**config.mk**
```make
export PLATFORM = sky130hd
export DESIGN_NAME = sram_port_arbiter
export DESIGN_NICKNAME = d
export VERILOG_FILES = /design/src/rtl/sram_port_arbiter.sv
export SDC_FILE = /design/constraint.sdc
export NUM_CORES = 1
export LEC_CHECK = 0
export ABC_AREA = 1
export BUFFER_PORTS_ARGS = -buffer_cell sky130_fd_sc_hd__buf_2
export CORE_AREA = 5 5 105 107
export CTS_BUF_LIST = sky130_fd_sc_hd__clkbuf_4
export DETAILED_ROUTE_END_ITERATION = 10
export DIE_AREA = 0 0 110 112
export HOLD_SLACK_MARGIN = 0.08
export PLACE_DENSITY_LB_ADDON = 0.15
export SLEW_MARGIN = 10
export SYNTH_ARGS = -nofsm -noshare
export SYNTH_HDL_FRONTEND = slang
export SYNTH_SLANG_ARGS = --single-unit
```
**constraint.sdc**
```tcl
create_clock -name clk -period 1.3 [get_ports clk]
set_clock_uncertainty 0.05 [all_clocks]
set_input_delay 0.065 -clock clk [delete_from_list [all_inputs] [get_ports clk]]
set_output_delay 0.065 -clock clk [all_outputs]
set_load 0.02 [all_outputs]
```
**src/rtl/sram_port_arbiter.sv**
```systemverilog
`default_nettype none
// ============================================================================
// Module   : sram_port_arbiter
// Purpose  : Shares one SRAM-like memory port between instruction fetch and
//            data load/store. One requester is granted at a time, using
//            round-robin when both ask together. The two-phase handshake
//            (address accept, then data return) runs on the shared port.
//            Read data and a one-cycle ok pulse go back to the winner, and a
//            pipeline stall is driven while either request is outstanding.
// Ports    : clk, rst (async, active-low)
//            i_req/i_addr      -> i_rdata/i_ok   fetch requester
//            d_req/d_wr/d_wstrb/d_addr/d_wdata -> d_rdata/d_ok  data requester
//            m_req/m_wr/m_wstrb/m_addr/m_wdata <- m_addr_ok/m_data_ok/m_rdata
//            stall             pipeline stall
// Revision : 1.0  initial release
// ============================================================================
module sram_port_arbiter #(
    parameter int ADDR_W = 32,
    parameter int DATA_W = 32
) (
    input  logic                clk,
    input  logic                rst,
    input  logic                i_req,
    input  logic [ADDR_W-1:0]   i_addr,
    output logic [DATA_W-1:0]   i_rdata,
    output logic                i_ok,
    input  logic                d_req,
    input  logic                d_wr,
    input  logic [DATA_W/8-1:0] d_wstrb,
    input  logic [ADDR_W-1:0]   d_addr,
    input  logic [DATA_W-1:0]   d_wdata,
    output logic [DATA_W-1:0]   d_rdata,
    output logic                d_ok,
    output logic                m_req,
    output logic                m_wr,
    output logic [DATA_W/8-1:0] m_wstrb,
    output logic [ADDR_W-1:0]   m_addr,
    output logic [DATA_W-1:0]   m_wdata,
    input  logic                m_addr_ok,
    input  logic                m_data_ok,
    input  logic [DATA_W-1:0]   m_rdata,
    output logic                stall
);

    typedef enum logic [2:0] {
        ST_IDLE   = 3'd0,
        ST_I_ADDR = 3'd1,
        ST_I_DATA = 3'd2,
        ST_D_ADDR = 3'd3,
        ST_D_DATA = 3'd4
    } state_t;

    localparam logic GRANT_INST = 1'b0;
    localparam logic GRANT_DATA = 1'b1;

    state_t state_q, state_d;
    logic   last_grant_q, last_grant_d;

    always_ff @(posedge clk or negedge rst) begin
        if (!rst) begin
            state_q      <= ST_IDLE;
            last_grant_q <= GRANT_INST;
        end else begin
            state_q      <= state_d;
            last_grant_q <= last_grant_d;
        end
    end

    always_comb begin
        state_d      = state_q;
        last_grant_d = last_grant_q;
        m_req        = 1'b0;
        m_wr         = 1'b0;
        m_wstrb      = '0;
        m_addr       = '0;
        m_wdata      = '0;
        i_ok         = 1'b0;
        d_ok         = 1'b0;
        i_rdata      = '0;
        d_rdata      = '0;

        case (state_q)
            ST_IDLE: begin
                // Data wins a tie only if fetch had the previous grant.
                if (d_req && (!i_req || last_grant_q == GRANT_INST)) begin
                    state_d      = ST_D_ADDR;
                    last_grant_d = GRANT_DATA;
                end else if (i_req) begin
                    state_d      = ST_I_ADDR;
                    last_grant_d = GRANT_INST;
                end
            end
            ST_I_ADDR: begin
                // Requesters hold their inputs until ok, so passing them
                // straight through keeps m_* stable across wait states.
                m_req  = 1'b1;
                m_addr = i_addr;
                if (m_addr_ok) begin
                    state_d = ST_I_DATA;
                end
            end
            ST_D_ADDR: begin
                m_req   = 1'b1;
                m_wr    = d_wr;
                m_addr  = d_addr;
                m_wdata = d_wdata;
                m_wstrb = d_wr ? d_wstrb : '0;
                if (m_addr_ok) begin
                    state_d = ST_D_DATA;
                end
            end
            ST_I_DATA: begin
                if (m_data_ok) begin
                    i_ok    = 1'b1;
                    i_rdata = m_rdata;
                    state_d = ST_IDLE;
                end
            end
            ST_D_DATA: begin
                if (m_data_ok) begin
                    d_ok    = 1'b1;
                    d_rdata = m_rdata;
                    state_d = ST_IDLE;
                end
            end
            default: begin
                state_d = ST_IDLE;
            end
        endcase
    end

    assign stall = (i_req & ~i_ok) | (d_req & ~d_ok);

endmodule
`default_nettype wire
```
==> impl_metrics.toml <==
[layout]
diode_insertion_count_for_antenna_repair = 0
final_common_cell = "buf_2"
nets = 768
multi_input_comb_area_um2 = 1600
ratio_of_cells_with_drive_above_1_in_the_final_layout_pct = 70.7
fin_cells = 764
layout.area.seq_um2 = 103
fillCellCount = 990
area.growth.synth_to_final_pct = 238
layout_common_cells = "buf_2 (138), buf_6 (100), nand2_1 (72)"

[place]
placedCellCount = 742
portBuffers = 275
gp_congestion = 0.765
post-dp-hpwl_mm = 7.31

[logic_synthesis]
synth-async-reset-ratio_pct = 100
number_of_enable_type_register_cells_in_the_synthesized_netlist = 0
synthesis.nets = 469
synth_area_um2 = 1440
post_synthesis_sequential_element_count = 4
synth.avg_cell_area_um2 = 4.37
synth_cell_type_count = 15
synth_top_flop_cell = "dfrtp_1"
synth.yosys.seq_area_share_pct = 6.94
synthesis_warnings = 0
synth_cells = 330

[hold_path]
min_path_type = "input pin to asynchronous set/reset pin"

[clock_tree]
tritoncts = "done"
worst_skew_pair.late_latency_ns = 0.25
number_of_clock_sinks_seen_by_cts = 4
cts_root_buf = "clkbuf_4"
cts.clk_slew.worst_paths_ns = 0.04
max-clock-path-buffers = 2
htree_num_levels = 1
cts-buffers-inserted = 3

[grt]
grt_pass1_wl_mm = 14.0
busiest_layer = "met2"
grt_antenna_before_repair = 0
globalRouteMet2Util_pct = 27.5
number_of_global_route_vias_before_repair = 3121
global_route.usage.total_pct = 13.9
overflow_left_after_global_routing = 0
gr-usage-met1_pct = 13.9
grt_max_degree = 36
global_route.usage.met3_pct = 3.65

[setup_path]
data_required_critical_path_ns = 1.19
worstPathBufferInverterCount = 3
timing.critical_path.fanout_max = 8
timing.critical_path.depth = 7
cp-end-kind = "output port"
criticalPathCategory = "flop to output port"
worst_r2r_path_depth = 9
regToRegStartpoint = "state_q[2]"
endpoint_arrival_time_on_the_critical_path_ns = 1.48
cp_top_family = "flip-flops"
sort_of_element_at_the_start_of_the_critical_path = "flop"
r2r_setup_slack_ns = -0.08
regToRegEndpoint = "state_q[1]"
path_common_cell = "nand2_1"
timing.critical_path.cells = "nor2_4 > nand2_4 > inv_8 > clkbuf_16 > nand2_1 > nand2_1 > buf_6"
timing.critical_path.from = "state_q[2]"
critPathMaxStageDelay_ns = 0.43
critical-path-slowest-cell = "dfrtp_2"
critical_path.endpoint = "m_addr[2]"

[timing]
slew_headroom_pct = 86.5
final_max_slew_viol_count = 0
grt_setup_unrepaired = "yes"
hold-worst-slack_ns = 0.115
final.period_utilization_pct = 123
timing.final.setup_violations = 139
max_clk_rate_mhz = 627
finalHoldViolCount = 0
worst_slew_pin_slew_ns = 0.203
min_period_ns = 1.59
setup_slack_ns = -0.294
setup-tns-final_ns = -33.02

[floorplanning]
die_x_um = 110
floorplan.rows = 37
pin_count = 276
core_region_area_um2 = 10000
floorplan.die_area_um2 = 12300
floorplan.initialDensity_pct = 14.3
dieHeight_um = 112

[drt]
drt.antenna.violating_nets = 0
avgRoutedWirePerCell_um = 13.4
detail_route.vias_per_cell = 4.02
drt_first_iter_violations = 87
totalWireLength_mm = 10.2
remaining_drc_errors = 0
detailed_router_iteration_count_before_antenna_repair = 4
total_number_of_vias = 3075

[run_status]
status = "finished with violations"
failed_checks = "setup timing"

[power]
p_leak_nw = 2.74
ir_worst_vdd_v = 0.000839
power.density_cell_area_nw_per_um2 = 1580

[run]
max_cap_violations = 0
==> registers in the layout (all words and copies together), names as in the netlist <==
name / cells
state_q: 3
last_grant_q: 1
==> worst reg2reg max path, stage by stage, from the launching register on <==
cell and delay [ns]:
dfrtp_2 0.43, nor2_4 0.16, buf_6 0.16, buf_8 0.16, nand2_2 0.08, nand2_2 0.07
inv_2 0.05, nand2_2 0.06, nand2_1 0.05, nand2_1 0.06
==> cell usage after synthesis, types with 2 or more instances <==
cell type / n / area [um^2]
inv_2: 4 / 15.0
buf_4: 3 / 22.5
nand2_1: 88 / 330
dfrtp_1: 4 / 100
inv_1: 71 / 267
nor2_2: 3 / 18.8
clkbuf_1: 5 / 18.8
nor2_1: 102 / 383
buf_2: 7 / 35.0
buf_6: 3 / 33.8
o21ai_0: 2 / 10.0
nand3_1: 35 / 175
==> area by class of cell <==
| cell class | instances | share of cell area (%) |
|---|---|---|
| tap | 136 | 3.49 |
| inverter | 75 | 6.16 |
| multi-input combinational | 233 | 32.7 |
| clock buffer | 4 | 0.616 |
| timing repair buffer | 312 | 54.9 |
| sequential | 4 | 2.10 |
==> kinds of logic after synthesis <==
logic type / after synthesis / synth area share, %
compound gates: 2 / 0.694
simple gates: 231 / 65.2
buf+inv: 93 / 27.2
flops: 4 / 6.94
==> per-stage QoR <==
stage	power (mW)	utilization, %	setup slack, ns	cell area, um^2
after global routing	8.22	48.5	-0.376	4880
after global placement	5.20	36.0	-0.0817	3610
final	7.72	48.5	-0.294	4880
after floorplan	3.42	-	-0.0558	1960
after detailed placement	5.22	36.0	-0.109	3610
after CTS	6.69	44.0	-0.320	4420
==> power breakdown <==
group | internal [mW] | switching (mW) | leakage, nW
clock network | 0.137 | 0.0669 | 0.0184
logic | 3.40 | 3.85 | 2.67
registers | 0.193 | 0.0759 | 0.0480
total | 3.73 | 3.99 | 2.74
==> worst min path at each step <==
stage,slack (ns),start,end
global placement,-0.17,rst,last_grant_q
detailed placement,-0.17,rst,last_grant_q
global route,0.13,rst,state_q[1]
CTS,0.10,d_req,last_grant_q
finish,0.11,rst,state_q[1]
floorplan,-0.28,rst,last_grant_q
==> metal layers <==
layer	vias to the layer above	share of wire, %
met4	0	1.1
li1	1537	-
met5	-	0
met2	158	56
met3	10	9.3
met1	1370	34
==> what timing repair did <==
item                                    4_1_cts  5_1_grt
setup buffers                                 3        3
cloned                                        4        6
pin swaps                                     1        3
gates resized for setup                     217       97
endpoints found under the setup margin      139      141
hold buffers                                  2        0
endpoints found under the hold margin         5        0
(Power assumes the default switching activity.)
